### src/rtl/maze_mem_arbiter_pkg.sv
// Shared types and constants for the maze memory arbiter.
//   COORD_W / DATA_W : default coordinate and cell-data widths (16x16 maze, 1-bit cells)
//   arb_state_t      : arbiter FSM state (exposed on the top-level debug port)
//   mem_cmd_t        : one registered memory command as captured at grant time
//   port_onehot      : turns a port number into its one-hot ack pattern
package maze_mem_arbiter_pkg;

  localparam int COORD_W = 4;
  localparam int DATA_W  = 1;

  typedef enum logic [1:0] {
    IDLE   = 2'd0,
    ACCESS = 2'd1,
    ACK    = 2'd2
  } arb_state_t;

  typedef struct packed {
    logic [COORD_W-1:0] x;
    logic [COORD_W-1:0] y;
    logic               rd;
    logic               wr;
    logic [DATA_W-1:0]  wdata;
    logic               lock;
  } mem_cmd_t;

  function automatic logic [1:0] port_onehot(input logic p);
    return p ? 2'b10 : 2'b01;
  endfunction

endpackage

### src/rtl/maze_mem_arbiter_if.sv
// Bundle between the two requesters, the arbiter and the maze memory.
//   rq_*  : per-port request side (index 0 = solver, index 1 = secondary agent)
//   mem_* : single-port maze memory side (mem_dout is a combinational read)
//
// Handshake: a requester raises rq_req[p] with its command fields and holds
// all of them stable until it sees the one-cycle rq_ack[p] pulse; rq_rdata is
// meaningful only in that ack cycle. Lowering rq_req before a grant withdraws
// the request; changing fields after the grant does not affect the access.
//
// Modports: slave = arbiter view, master = requesters plus memory model view.
interface maze_mem_arbiter_if;
  import maze_mem_arbiter_pkg::*;

  logic [1:0]              rq_req;
  logic [1:0]              rq_lock;
  logic [1:0]              rq_rd;
  logic [1:0]              rq_wr;
  logic [1:0][COORD_W-1:0] rq_x;
  logic [1:0][COORD_W-1:0] rq_y;
  logic [1:0][DATA_W-1:0]  rq_wdata;
  logic [1:0]              rq_ack;
  logic [DATA_W-1:0]       rq_rdata;

  logic [COORD_W-1:0]      mem_x;
  logic [COORD_W-1:0]      mem_y;
  logic                    mem_rd;
  logic                    mem_wr;
  logic [DATA_W-1:0]       mem_din;
  logic [DATA_W-1:0]       mem_dout;

  modport slave (
    input  rq_req, rq_lock, rq_rd, rq_wr, rq_x, rq_y, rq_wdata, mem_dout,
    output rq_ack, rq_rdata, mem_x, mem_y, mem_rd, mem_wr, mem_din
  );

  modport master (
    output rq_req, rq_lock, rq_rd, rq_wr, rq_x, rq_y, rq_wdata, mem_dout,
    input  rq_ack, rq_rdata, mem_x, mem_y, mem_rd, mem_wr, mem_din
  );

endinterface

### src/rtl/maze_mem_arbiter_rr_arb2.sv
// Two-way round-robin picker, purely combinational.
//   req   : request vector
//   last  : port that was served most recently
//   grant : one-hot winner (all zero when nobody requests)
// A lone requester always wins; on a tie the port that was not served last wins.
module maze_mem_arbiter_rr_arb2 (
  input  logic [1:0] req,
  input  logic       last,
  output logic [1:0] grant
);

  always_comb begin
    grant = 2'b00;
    case (req)
      2'b01:   grant = 2'b01;
      2'b10:   grant = 2'b10;
      2'b11:   grant = last ? 2'b01 : 2'b10;
      default: grant = 2'b00;
    endcase
  end

endmodule

### src/rtl/maze_mem_arbiter.sv
// Shares the single-port 16x16 maze memory between the solver (port 0) and a
// secondary agent (port 1). Round-robin arbitration with a bounded lock so a
// port can perform an atomic read-modify-write sequence.
//   CLK, RST  : rising-edge clock, synchronous active-high reset
//   bus       : request and memory signals (slave view)
//   owner     : port currently granted, valid while busy=1
//   busy      : high in ACCESS and ACK, and while a lock is held
//   dbg_state : current FSM state
// Timing: request sampled in IDLE cycle T -> memory strobe in T+1 -> ack in T+2,
// so one access completes every three cycles at most.
module maze_mem_arbiter
  import maze_mem_arbiter_pkg::*;
#(
  parameter int MAX_LOCK = 8
) (
  input  logic              CLK,
  input  logic              RST,
  maze_mem_arbiter_if.slave bus,
  output logic              owner,
  output logic              busy,
  output arb_state_t        dbg_state
);

  // lock_cnt never exceeds MAX_LOCK-1: the access that would reach MAX_LOCK
  // drops the lock instead of counting.
  localparam int CNT_W = (MAX_LOCK < 2) ? 1 : $clog2(MAX_LOCK);

  arb_state_t       state;
  mem_cmd_t         cmd;
  logic             lock_hold;
  logic [CNT_W-1:0] lock_cnt;
  logic             rr_last;

  logic             lock_keep;
  logic             lock_drop;
  logic             arb_last;
  logic [1:0]       arb_grant;
  logic             grant_valid;
  logic             grant_port;
  logic             lock_next;

  // A held lock either re-grants its owner or, if the owner has gone quiet,
  // dissolves and the pointer advances before ordinary arbitration this cycle.
  always_comb begin
    lock_keep = lock_hold & bus.rq_req[owner];
    lock_drop = lock_hold & ~bus.rq_req[owner];
    arb_last  = lock_drop ? ~rr_last : rr_last;
  end

  maze_mem_arbiter_rr_arb2 u_rr (
    .req   (bus.rq_req),
    .last  (arb_last),
    .grant (arb_grant)
  );

  assign grant_valid = lock_keep | (arb_grant != 2'b00);
  assign grant_port  = lock_keep ? owner : arb_grant[1];

  // Lock survives this access only if the counter has room for another one.
  assign lock_next = cmd.lock & ((int'(lock_cnt) + 1) < MAX_LOCK);

  // Address and write data come straight from the command register, so they
  // keep their last values outside ACCESS.
  assign bus.mem_x   = cmd.x;
  assign bus.mem_y   = cmd.y;
  assign bus.mem_din = cmd.wdata;
  assign dbg_state   = state;

  always_ff @(posedge CLK) begin
    if (RST) begin
      state        <= IDLE;
      cmd          <= '0;
      lock_hold    <= 1'b0;
      lock_cnt     <= '0;
      rr_last      <= 1'b1;
      owner        <= 1'b0;
      busy         <= 1'b0;
      bus.mem_rd   <= 1'b0;
      bus.mem_wr   <= 1'b0;
      bus.rq_ack   <= 2'b00;
      bus.rq_rdata <= '0;
    end else begin
      unique case (state)
        IDLE: begin
          if (lock_drop) begin
            lock_hold <= 1'b0;
            lock_cnt  <= '0;
            rr_last   <= ~rr_last;
          end
          if (grant_valid) begin
            owner      <= grant_port;
            cmd        <= '{x:     bus.rq_x[grant_port],
                            y:     bus.rq_y[grant_port],
                            rd:    bus.rq_rd[grant_port],
                            wr:    bus.rq_wr[grant_port],
                            wdata: bus.rq_wdata[grant_port],
                            lock:  bus.rq_lock[grant_port]};
            // A write wins when both strobes are requested.
            bus.mem_wr <= bus.rq_wr[grant_port];
            bus.mem_rd <= bus.rq_rd[grant_port] & ~bus.rq_wr[grant_port];
            busy       <= 1'b1;
            state      <= ACCESS;
          end else begin
            busy <= 1'b0;
          end
        end

        ACCESS: begin
          bus.mem_rd   <= 1'b0;
          bus.mem_wr   <= 1'b0;
          bus.rq_ack   <= port_onehot(owner);
          bus.rq_rdata <= (cmd.rd & ~cmd.wr) ? bus.mem_dout : '0;
          state        <= ACK;
        end

        ACK: begin
          bus.rq_ack   <= 2'b00;
          bus.rq_rdata <= '0;
          rr_last      <= owner;
          lock_hold    <= lock_next;
          lock_cnt     <= lock_next ? (lock_cnt + CNT_W'(1)) : '0;
          busy         <= lock_next;
          state        <= IDLE;
        end

        default: state <= IDLE;
      endcase
    end
  end

endmodule

### src/flat_wrapper.sv
// flat-port wrapper written by rule: the top's interface ports become plain ports
module maze_mem_arbiter_flat import maze_mem_arbiter_pkg::*;
#(
  parameter int MAX_LOCK = 8
)
  (CLK, RST, owner, busy, dbg_state, bus_rq_req, bus_rq_lock, bus_rq_rd, bus_rq_wr, bus_rq_x, bus_rq_y, bus_rq_wdata, bus_mem_dout, bus_rq_ack, bus_rq_rdata, bus_mem_x, bus_mem_y, bus_mem_rd, bus_mem_wr, bus_mem_din);
  maze_mem_arbiter_if bus_i ();
  input  logic CLK;
  input  logic RST;
  output logic owner;
  output logic busy;
  output arb_state_t dbg_state;
  input wire logic [$bits(bus_i.rq_req)-1:0] bus_rq_req;
  input wire logic [$bits(bus_i.rq_lock)-1:0] bus_rq_lock;
  input wire logic [$bits(bus_i.rq_rd)-1:0] bus_rq_rd;
  input wire logic [$bits(bus_i.rq_wr)-1:0] bus_rq_wr;
  input wire logic [$bits(bus_i.rq_x)-1:0] bus_rq_x;
  input wire logic [$bits(bus_i.rq_y)-1:0] bus_rq_y;
  input wire logic [$bits(bus_i.rq_wdata)-1:0] bus_rq_wdata;
  input wire logic [$bits(bus_i.mem_dout)-1:0] bus_mem_dout;
  output wire logic [$bits(bus_i.rq_ack)-1:0] bus_rq_ack;
  output wire logic [$bits(bus_i.rq_rdata)-1:0] bus_rq_rdata;
  output wire logic [$bits(bus_i.mem_x)-1:0] bus_mem_x;
  output wire logic [$bits(bus_i.mem_y)-1:0] bus_mem_y;
  output wire logic [$bits(bus_i.mem_rd)-1:0] bus_mem_rd;
  output wire logic [$bits(bus_i.mem_wr)-1:0] bus_mem_wr;
  output wire logic [$bits(bus_i.mem_din)-1:0] bus_mem_din;
  assign bus_i.rq_req = bus_rq_req;
  assign bus_i.rq_lock = bus_rq_lock;
  assign bus_i.rq_rd = bus_rq_rd;
  assign bus_i.rq_wr = bus_rq_wr;
  assign bus_i.rq_x = bus_rq_x;
  assign bus_i.rq_y = bus_rq_y;
  assign bus_i.rq_wdata = bus_rq_wdata;
  assign bus_i.mem_dout = bus_mem_dout;
  assign bus_rq_ack = bus_i.rq_ack;
  assign bus_rq_rdata = bus_i.rq_rdata;
  assign bus_mem_x = bus_i.mem_x;
  assign bus_mem_y = bus_i.mem_y;
  assign bus_mem_rd = bus_i.mem_rd;
  assign bus_mem_wr = bus_i.mem_wr;
  assign bus_mem_din = bus_i.mem_din;
  maze_mem_arbiter #(.MAX_LOCK(MAX_LOCK)) u_core (.CLK(CLK), .RST(RST), .bus(bus_i), .owner(owner), .busy(busy), .dbg_state(dbg_state));
endmodule
### config.mk
export PLATFORM = sky130hd
export DESIGN_NAME = maze_mem_arbiter_flat
export DESIGN_NICKNAME = d
export VERILOG_FILES = /design/src/rtl/maze_mem_arbiter_pkg.sv /design/src/rtl/maze_mem_arbiter_if.sv /design/src/rtl/maze_mem_arbiter_rr_arb2.sv /design/src/rtl/maze_mem_arbiter.sv /design/src/flat_wrapper.sv
export SDC_FILE = /design/constraint.sdc
export NUM_CORES = 1
export LEC_CHECK = 0
export CELL_PAD_IN_SITES_DETAIL_PLACEMENT = 0
export CELL_PAD_IN_SITES_GLOBAL_PLACEMENT = 2
export CORE_MARGIN = 2
export CORE_UTILIZATION = 29
export DETAILED_ROUTE_END_ITERATION = 7
export PLACE_DENSITY = 0.88
export SLEW_MARGIN = 15
export SYNTH_ARGS = -nofsm -noshare
export SYNTH_HDL_FRONTEND = slang
export SYNTH_HIERARCHICAL = 1
export SYNTH_SLANG_ARGS = --single-unit
export TNS_END_PERCENT = 1
### constraint.sdc
create_clock -name CLK -period 3.9 [get_ports CLK]
set_input_delay 0.78 -clock CLK [delete_from_list [all_inputs] [get_ports CLK]]
set_output_delay 0.78 -clock CLK [all_outputs]
set_load 0.1 [all_outputs]
==> results of run 1 <==
==> state kept, by name, summed over array words and instances, names as in the netlist <==
signal,flops
u_core/bus.mem_x,4
u_core/bus.mem_y,4
u_core/cmd,3
u_core/lock_cnt,3
u_core/bus.rq_ack,2
u_core/dbg_state,2
u_core/bus.mem_din,1
u_core/bus.mem_rd,1
u_core/bus.mem_wr,1
u_core/bus.rq_rdata,1
u_core/busy,1
u_core/lock_hold,1
u_core/owner,1
u_core/rr_last,1
==> how the worst min path moves through the flow <==
stage	startpoint	end	slack [ps]	cells after the start
floorplan	u_core/lock_cnt[1]	u_core/lock_cnt[1]	450	2
global placement	u_core/bus.rq_ack[1]	u_core/bus.rq_ack[1]	460	2
detailed placement	u_core/bus.rq_ack[1]	u_core/bus.rq_ack[1]	460	2
CTS	u_core/bus.rq_ack[1]	u_core/bus.rq_ack[1]	480	2
global route	u_core/lock_cnt[1]	u_core/lock_cnt[1]	500	2
finish	u_core/lock_cnt[1]	u_core/lock_cnt[1]	480	2
==> cell type report <==
class                      instances  area, um2  area share [%]
clock buffer                       3       41.3            2.08
clock inverter                     1       30.0            1.51
inverter                           8       30.0            1.51
multi-input combinational        106        779            39.3
sequential                        26        520            26.2
tap                               67       83.8            4.23
timing repair buffer              51        498            25.1
==> critical path: cells and delay by family <==
family | cells | cell delay (ps)
simple gates | 3 | 800
xor+xnor | 1 | 200
buf+inv | 2 | 540
mux | 1 | 320
compound gates | 3 | 650
==> cell families (layout without fill, tap and decap cells) <==
group	Yosys count	count (layout)	share of synthesized area (%)
multiplexers	16	16	11.4
buffers and inverters	26	63	10.7
AO/OA/AOI/OAI	51	51	25.2
flip-flops	26	26	35.7
AND/OR/NAND/NOR	32	32	11.4
adder cells (fa/ha/maj)	5	5	4.30
XOR/XNOR	2	2	1.20
==> synth_stat cells (2+ instances only) <==
cell      instances  area share [%]
dfxtp_1          26              36
a21oi_1          20             6.9
mux2i_1          14             9.6
a211oi_1         11             5.7
nand2_1           9             2.3
nor2_1            9             2.3
buf_4             8             4.1
inv_1             8             2.1
ha_1              5             4.3
clkbuf_1          4             1.0
a21o_1            2             1.0
a31o_1            2             1.2
a31oi_1           2            0.86
buf_2             2            0.69
buf_6             2             1.5
nand2b_1          2            0.86
nand3_1           2            0.69
nand3b_1          2             1.0
o211ai_1          2             1.0
o21ai_1           2            0.69
o31ai_1           2             1.0
xnor2_1           2             1.2
==> power by group through the flow <==
stage	registers [W]	clock network, W	logic [W]
4_1_cts	0.000326	0.000232	0.000484
2_1_floorplan	0.000430	0	0.000284
5_1_grt	0.000331	0.000241	0.000511
6_report	0.000326	0.000225	0.000481
3_3_place_gp	0.000333	0	0.000480
3_5_place_dp	0.000332	0	0.000483
==> per-layer routing <==
layer,GRT usage [%],up-vias,share of wire [%],wire length [um]
li1,-,636,-,-
met1,17.4,575,45,1610
met5,0,-,0,0
met2,22.1,32,49,1730
met4,3.57,0,1.3,47
met3,3.35,4,4.3,154
==> stage by stage <==
step	cells	total power, W
finish	262	0.00103
global placement	258	0.000813
detailed placement	258	0.000814
global route	262	0.00108
CTS	262	0.00104
floorplan	158	0.000713
==> results by group, run 1 <==
STA
  – Max-slew violation count: 0
  – Number of hold violations in the final report: 0
  – Final min period: approximately 3200 ps
  – Rel. slew slack: approximately a third
  – Worst clock skew: ~10 ps
  – Setup violators final: 0
  – Max frequency: around 310 MHz
  – Setup TNS Final: 0 ps
  – Crit share post-route: between 80% and 90%
  – Fin Hold WS: 479 ps
  – Worst Max-Slew Pin Slew: 988 ps
  – RSZ-0062 raised after global routing: no
  – Final WS setup: roughly 710 ps

Clocking
  – Cts hold-fix bufs: 0
  – H-tree depth: 1
  – CTS max path bufs: 2
  – Root buffer cell: clkbuf_8
  – Clock Latency Late Sink: 270 ps
  – Worst-path clk slew: approximately 90 ps
  – CTS tree: done
  – CTS sink count: 26
  – Postcts setup bufs: 0
  – Post-CTS resize count: 0
  – TritonCTS buffer count: 3

Pwr
  – Net Sw Power: about 0.00045 W
  – Gate power share: around 47%
  – Clk pwr share: a little over a fifth
  – Power Dens Cells: 520 nW/um2
  – Sw Share: between 40% and 50%
  – Max VDD drop: 0.275 mV
  – Pint: 0.000585 W
  – LEAKAGE: approximately 0.76 nW
  – Seq pwr share: between 30% and 40%

Worst hold path
  – Worst hold-check path type: reg -> reg

Detailed routing
  – Total Wirelength: about 3500 um
  – Via count: around 1200
  – Antenna viol nets, final: 0
  – WL/cell: around 14 um
  – Ratio of routed vias to standard cells: about 4.8
  – DRC violation count after routing: 0
  – Starting DRC count in detailed routing: 66
  – DRT Pass-1 Iters: 4

Yosys
  – Post-synth EDFFs: 0
  – Yosys Warn Count: 6
  – Syn Area/Cell: between 9 and 10 um2
  – Synthesized Nets: 192
  – Cell count after synthesis: ~160
  – Synth async-reset ratio: 0%
  – Post-synth cell types: 42
  – Main synth FF type: dfxtp_1
  – Sequential area share after synthesis: 35.7%
  – Mapped Area: 1460 um2
  – Seq cells post-synth: 26

Placement
  – I/O Buffers: 46
  – Detailed Place HPWL: ~2600 um
  – Placer Congestion: around 0.81
  – Dpl cell area: between 1500 and 2000 um2
  – Pre-CTS setup slack: 398 ps

Critical path
  – Setup crit start: bus_rq_req[1]
  – Slowest cell on the critical path: nor2_1
  – Setup crit end: u_core/bus.mem_y[2]
  – Endpoint class of the critical path: register
  – Critical R2R Launch: u_core/owner
  – FF-to-FF End: u_core/bus.mem_y[2]
  – CP max stage delay: slightly above 600 ps
  – Startpoint Class: input pin
  – Crit path cell chain: clkdlybuf4s50_1 -> mux2i_1 -> nand2_1 -> xnor2_1 -> inv_1 -> a21boi_1 -> nor2_2 -> a21boi_2 -> nor2_1 -> a211oi_1
  – Worst Path Required: ~4000 ps
  – Worst EP arrival: between 3000 and 4000 ps
  – Kind of critical path: in -> reg
  – R2R setup slack: 1050 ps
  – R2R cell count: 9
  – Max FO, Critical Path: 11

Global routing
  – Largest net degree at the start of global routing: 21
  – Vias in the first global route: between 1000 and 1500
  – Total congestion overflow: 0
  – GR Util All Layers: between 10% and 20%
  – Initial antenna violation count: 0
  – First-pass GRT wire length: between 5000 and 6000 um

Finish
  – P&R area growth vs syn: 36.2%
  – Layout net count: 230
  – Fillers: between 400 and 500
  – Share of cells above drive strength 1: 8.21%
  – Util after Layout: between 40% and 50%
  – Commonest non-fill, non-tap cells in the layout: clkdlybuf4s50_1, dfxtp_1, a21oi_1
  – N_diodes: 0
  – Post-layout instance area: ~2000 um2
  – Commonest non-fill, non-tap cell in the layout: clkdlybuf4s50_1

Floorplanning
  – Site row count: 25
  – Die width: about 75 um
  – Core ar.: between 4000 and 5000 um2
  – Die Y: between 70 and 80 um
  – Die area: around 5600 um2
  – Num ports: 47
  – Initial Utilization: roughly 30%

Run status
  – Outcome: completed

Run
  – Max-Cap Viols: 0
No activity file was read; power rests on OpenSTA's default activity.
==> inputs of run 2 (changes only) <==
Settings changed: CORE_UTILIZATION 29 to 24, PLACE_DENSITY 0.88 to 0.78.
Clock period 3.9 ns to 2.7 ns, I/O delays scaled along.
==> run 2 against run 1 <==
  * Via count is 2.6% higher
  * Clock power is 13% higher
  * Core utilization is 7.4 points lower
  * Register-to-register slack worse by 620 ps
  * Largest cell class unchanged
  * Largest power group unchanged
  * Highest routed layer unchanged
==> results by group, run 2 (synthesized netlist as in run 1, its figures left out) <==
Global routing
  – Vias in the first global route: 1242 (was 1188)
  – Total congestion overflow: 0 (unchanged)
  – Initial antenna violation count: 0 (unchanged)
  – Largest net degree at the start of global routing: 15 (was 21)
  – GR Util All Layers: 11.3% (was 13.4%)
  – First-pass GRT wire length: 5870 um (was 5740 um)

Critical path
  – Slowest cell on the critical path: clkdlybuf4s50_1 (was nor2_1)
  – Kind of critical path: in -> reg (unchanged)
  – Worst EP arrival: 2650 ps (was 3310 ps)
  – CP max stage delay: 420 ps (was 610 ps)
  – CP bufs+invs: 1 (was 2)
  – Max FO, Critical Path: 3 (was 11)
  – Startpoint Class: input pin (unchanged)
  – Worst Path Required: 2860 ps (was 4020 ps)
  – Endpoint class of the critical path: register (unchanged)
  – Crit path cell chain: clkdlybuf4s50_1 -> mux2i_1 -> nand2_1 -> xnor2_1 -> a21boi_1 -> a21o_1 -> a22oi_4 -> mux2_2 -> o311a_1 (was clkdlybuf4s50_1 -> mux2i_1 -> nand2_1 -> xnor2_1 -> inv_1 -> a21boi_1 -> nor2_2 -> a21boi_2 -> nor2_1 -> a211oi_1)
  – Family with the most delay on the worst path: compound AO/OA/AOI/OAI gates (was simple AND/OR/NAND/NOR gates)

Finish
  – Util after Layout: 34.1% (was 41.4%)
  – N_diodes: 0 (unchanged)
  – Share of cells above drive strength 1: 20.8% (was 8.21%)
  – Seq. cell area: 524 um2 (was 520 um2)
  – P&R area growth vs syn: 37.6% (was 36.2%)
  – Layout net count: 237 (was 230)
  – Area of the multi-input gates: 779 um2 (unchanged)
  – Fillers: 631 (was 481)
  – Post-Layout Cell Count: 277 (was 262)
  – Commonest non-fill, non-tap cells in the layout: clkdlybuf4s50_1, buf_4, dfxtp_1 (was clkdlybuf4s50_1, dfxtp_1, a21oi_1)

STA
  – Worst clock skew: 4.71 ps (was 9.77 ps)
  – Crit share post-route: between 90% and 100%
  – Final WS setup: 216 ps (was 707 ps)
  – Max frequency: around 400 MHz
  – Max-slew violation count: 0 (unchanged)
  – Final min period: about 2500 ps
  – Worst Max-Slew Pin Slew: 424 ps (was 988 ps)
  – Rel. slew slack: 71.7% (was 33.9%)
  – Setup violators final: 0 (unchanged)
  – RSZ-0062 raised after global routing: no (unchanged)
  – Number of hold violations in the final report: 0 (unchanged)
  – Fin Hold WS: 480 ps (was 479 ps)

Run status
  – Outcome: completed (unchanged)

Clocking
  – Postcts setup bufs: 0 (unchanged)
  – H-tree depth: 1 (unchanged)
  – CTS sink count: 26 (unchanged)
  – CTS max path bufs: 2 (unchanged)
  – TritonCTS buffer count: 3 (unchanged)
  – Cts hold-fix bufs: 0 (unchanged)
  – CTS tree: done (unchanged)
  – Worst-path clk slew: 90 ps (about the same)
  – Clock Latency Late Sink: 270 ps (about the same)
  – Root buffer cell: clkbuf_8 (unchanged)

Placement
  – Placer Congestion: 0.806 (was 0.809)
  – Pre-CTS setup slack: -84.6 ps (was 398 ps)
  – I/O Buffers: 46 (unchanged)
  – DP Cell Count: 273 (was 258)
  – Detailed Place HPWL: 2780 um (was 2590 um)

Detailed routing
  – Ratio of routed vias to standard cells: 4.62 (was 4.76)
  – DRT Pass-1 Iters: 4 (unchanged)
  – Total Wirelength: 3600 um (was 3550 um)
  – WL/cell: 13.0 um (was 13.5 um)
  – Antenna viol nets, final: 0 (unchanged)
  – Via count: 1279 (was 1247)
  – DRC violation count after routing: 0 (unchanged)
  – Starting DRC count in detailed routing: 36 (was 66)

Floorplanning
  – Die width: 81.9 um (was 74.9 um)
  – Core ar.: 5890 um2 (was 4790 um2)
  – Die area: 6710 um2 (was 5600 um2)
  – Site row count: 28 (was 25)
  – Initial Utilization: 24.7% (was 30.4%)
  – Die Y: 81.9 um (was 74.9 um)
  – Num ports: 47 (unchanged)

Pwr
  – Power Dens Cells: 712 nW/um2 (was 520 nW/um2)
  – LEAKAGE: 0.828 nW (was 0.763 nW)
  – Max VDD drop: 0.388 mV (was 0.275 mV)

Run
  – Max-Cap Viols: 0 (unchanged)

Worst hold path
  – Worst hold-check path type: reg -> reg (unchanged)
==> run 2: area by class of cell <==
class / count / share of cell area (%)
clock buffers: 4 / 2.75
flip-flops and latches: 26 / 26.2
well taps: 75 / 4.68
inverters: 8 / 1.50
multi-input cells: 106 / 38.9
repair buffers: 58 / 26.0
==> run 2: repair_timing <==
| item | in CTS | in global routing |
|---|---|---|
| hold endpoints to repair | 0 | 0 |
| resized for setup | 0 | 1 |
| setup endpoints to repair | 0 | 2 |
==> run 2: layer usage <==
| metal | part of all wire, % | wire [um] | global-route usage [%] | vias up |
|---|---|---|---|---|
| li1 | - | - | - | 653 |
| met1 | 45 | 1620 | 13.6 | 592 |
| met2 | 49 | 1770 | 19.4 | 30 |
| met3 | 4.4 | 159 | 3.08 | 4 |
| met4 | 1.5 | 55 | 3.33 | 0 |
| met5 | 0 | 0 | 0 | - |
==> run 2: final timing paths <==
| kind | slack [ps] | depth (start not counted) | end | start |
|---|---|---|---|---|
| setup / recovery | 220 | 9 | u_core/cmd[2] | bus_rq_req[0] |
| hold / removal | 480 | 2 | u_core/lock_cnt[1] | u_core/lock_cnt[1] |
| setup reg to reg | 430 | 8 | u_core/cmd[2] | u_core/owner |
| hold reg to reg | 480 | 2 | u_core/lock_cnt[1] | u_core/lock_cnt[1] |
==> run 2: stage by stage <==
step,cell area [um2],power (W),TNS [ps]
final,2000,0.00143,0
after floorplan,1460,0.00103,0
after global placement,1950,0.00119,-25.4
after CTS,2000,0.00144,0
after detailed placement,1950,0.00119,-208
after global routing,2000,0.00150,0
==> run 2: power by group <==
| group | total [W] | internal, W | switching, W |
|---|---|---|---|
| clock | 0.000254 | 0.000130 | 0.000124 |
| sequential | 0.000473 | 0.000436 | 0.0000367 |
| combinational | 0.000700 | 0.000215 | 0.000485 |
| total | 0.00143 | 0.000782 | 0.000646 |
==> run 2: worst register-to-register path, cell delays in order (launching register included) <==
cell and delay, ps:
dfxtp_4 420, mux2i_1 240, nand2_1 90, xnor2_1 190
a21boi_1 140, a21o_1 200, a22oi_4 210, mux2_2 390
o311a_1 290
==> inputs of run 3 (changes only) <==
Settings changed: CORE_UTILIZATION 24 to 32, DONT_BUFFER_PORTS from default to 1, PLACE_DENSITY 0.78 to 0.76.
==> run 3 against run 2 <==
  * Routed wire length fell by 10%
  * Combinational power fell by 48%
  * Clock skew rose by 1.4 ps
  * Flip-flop and latch count did not move
  * Setup slack improved by 210 ps
  * Global-route usage rose by 1.7 points
  * Critical path type is now reg -> reg
  * Critical endpoint is now u_core/bus.mem_rd
  * Largest power group is now sequential cells
  * Highest routed layer unchanged
==> results by group, run 3 (synthesized netlist as in run 1, its figures left out) <==
Clocking
  – Worst-path clk slew: 90 ps (about the same)
  – Postcts setup bufs: 0 (unchanged)
  – CTS sink count: 26 (unchanged)
  – CTS max path bufs: 2 (unchanged)
  – Cts hold-fix bufs: 0 (unchanged)
  – CTS tree: done (unchanged)
  – Post-CTS resize count: 0 (unchanged)
  – Root buffer cell: clkbuf_8 (unchanged)
  – TritonCTS buffer count: 3 (unchanged)
  – H-tree depth: 1 (unchanged)
  – Clock Latency Late Sink: 270 ps (about the same)

Critical path
  – Worst Path Required: 2890 ps (was 2860 ps)
  – Kind of critical path: reg -> reg (was in -> reg)
  – Endpoint class of the critical path: register (unchanged)
  – Max FO, Critical Path: 4 (was 3)
  – Startpoint Class: register (was input pin)
  – R2R cell count: 9 (was 8)
  – FF-to-FF End: u_core/bus.mem_rd (was u_core/cmd[2])
  – R2R setup slack: 430 ps (about the same)
  – Worst EP arrival: 2460 ps (was 2650 ps)
  – Critical R2R Launch: u_core/owner (unchanged)

STA
  – Max frequency: 441 MHz (was 403 MHz)
  – Final min period: 2270 ps (was 2480 ps)
  – Rel. slew slack: 34.8% (was 71.7%)
  – Final WS setup: 430 ps (was 216 ps)
  – RSZ-0062 raised after global routing: no (unchanged)
  – Worst Max-Slew Pin Slew: 977 ps (was 424 ps)
  – Worst clock skew: 6.13 ps (was 4.71 ps)
  – Number of hold violations in the final report: 0 (unchanged)
  – Crit share post-route: 84.1% (was 92.0%)
  – Fin Hold WS: 321 ps (was 480 ps)
  – Max-slew violation count: 0 (unchanged)
  – Setup TNS Final: 0 ps (unchanged)
  – Setup violators final: 0 (unchanged)

Detailed routing
  – Starting DRC count in detailed routing: 35 (was 36)
  – Total Wirelength: 3240 um (was 3600 um)
  – Ratio of routed vias to standard cells: 5.28 (was 4.62)
  – Antenna viol nets, final: 0 (unchanged)
  – DRC violation count after routing: 0 (unchanged)
  – DRT Pass-1 Iters: 4 (unchanged)
  – WL/cell: 15.6 um (was 13.0 um)
  – Via count: 1098 (was 1279)

Finish
  – Layout net count: 191 (was 237)
  – Commonest non-fill, non-tap cells in the layout: dfxtp_1, a21oi_1, mux2i_1 (was clkdlybuf4s50_1, buf_4, dfxtp_1)
  – N_diodes: 0 (unchanged)
  – Commonest non-fill, non-tap cell in the layout: dfxtp_1
  – P&R area growth vs syn: 7.13% (was 37.6%)
  – Share of cells above drive strength 1: 15.4% (was 20.8%)

Floorplanning
  – Core ar.: 4380 um2 (was 5890 um2)
  – Initial Utilization: 33.2% (was 24.7%)
  – Die Y: 71.5 um (was 81.9 um)
  – Die area: 5110 um2 (was 6710 um2)
  – Site row count: 24 (was 28)
  – Die width: 71.5 um (was 81.9 um)
  – Num ports: 47 (unchanged)

Global routing
  – Total congestion overflow: 0 (unchanged)
  – Largest net degree at the start of global routing: 29 (was 15)
  – Vias in the first global route: 1127 (was 1242)
  – Initial antenna violation count: 0 (unchanged)
  – GR Util All Layers: 13.0% (was 11.3%)
  – First-pass GRT wire length: 5260 um (was 5870 um)

Placement
  – Pre-CTS setup slack: 304 ps (was -84.6 ps)
  – Detailed Place HPWL: 2480 um (was 2780 um)
  – I/O Buffers: 0 (was 46)
  – Placer Congestion: 0.756 (was 0.806)

Run status
  – Outcome: completed (unchanged)

Worst hold path
  – Hold Path Depth: 1 (was 2)
  – Worst hold-check path type: in -> reg (was reg -> reg)
  – HP Start: RST (was u_core/lock_cnt[1])
  – Worst Hold End: u_core/owner (was u_core/lock_cnt[1])

Pwr
  – Max VDD drop: 0.445 mV (was 0.388 mV)
  – LEAKAGE: 0.627 nW (was 0.828 nW)
  – Power Dens Cells: 890 nW/um2 (was 712 nW/um2)
  – Power Total: 0.00139 W (was 0.00143 W)

Run
  – Max-Cap Viols: 0 (unchanged)
==> run 3: per-stage QoR <==
stage                     util, %  instance area (um2)  instances
after floorplan                 -                 1460        158
after global placement       34.0                 1490        204
after detailed placement     34.0                 1490        204
after CTS                    35.6                 1560        208
after global routing         35.6                 1560        208
final                        35.6                 1560        208
==> run 3: layer usage <==
metal | wire (um) | vias up | GRT usage [%] | share of wire [%]
met5 | 0 | - | 0 | 0
met4 | 24 | 0 | 4.40 | 0.74
met3 | 161 | 2 | 2.67 | 5.0
met2 | 1690 | 25 | 23.4 | 52
met1 | 1360 | 514 | 15.2 | 42
li1 | - | 557 | - | -
==> run 3: area by class of cell <==
cell class                 instances  area [um2]
clock buffer                       3        41.3
clock inverter                     1        30.0
fill                             452        2820
inverter                           8        30.0
multi-input combinational        106         779
sequential                        26         524
tap                               52        65.1
timing repair buffer              12        90.1
==> run 3: critical path: stages, from the launching register on <==
cell      delay (ps)
dfxtp_4          360
mux2i_1          230
nand2_1           90
xnor2_1          190
inv_1             60
a21boi_1         330
nor2_2            80
a21boi_2         190
or4_1            420
o31ai_1          230
==> run 3: how the worst max path moves through the flow <==
| stage | startpoint | to | slack [ps] | cells after the start |
|---|---|---|---|---|
| 2_1_floorplan | u_core/owner | u_core/cmd[2] | 20 | 9 |
| 3_3_place_gp | bus_rq_req[1] | u_core/cmd[3] | 390 | 9 |
| 3_5_place_dp | bus_rq_req[1] | u_core/bus.mem_rd | 300 | 9 |
| 4_1_cts | u_core/owner | u_core/bus.mem_rd | 430 | 9 |
| 5_1_grt | u_core/owner | u_core/bus.mem_x[1] | 230 | 10 |
| 6_report | u_core/owner | u_core/bus.mem_rd | 430 | 9 |
==> run 3: report_power, final <==
group / leakage (nW) / switching [W] / internal (W) / total (W)
sequential: 0.215 / 0.000270 / 0.000435 / 0.000705
combinational: 0.376 / 0.000229 / 0.000132 / 0.000361
clock: 0.0357 / 0.000124 / 0.000198 / 0.000322
total: 0.627 / 0.000622 / 0.000766 / 0.00139
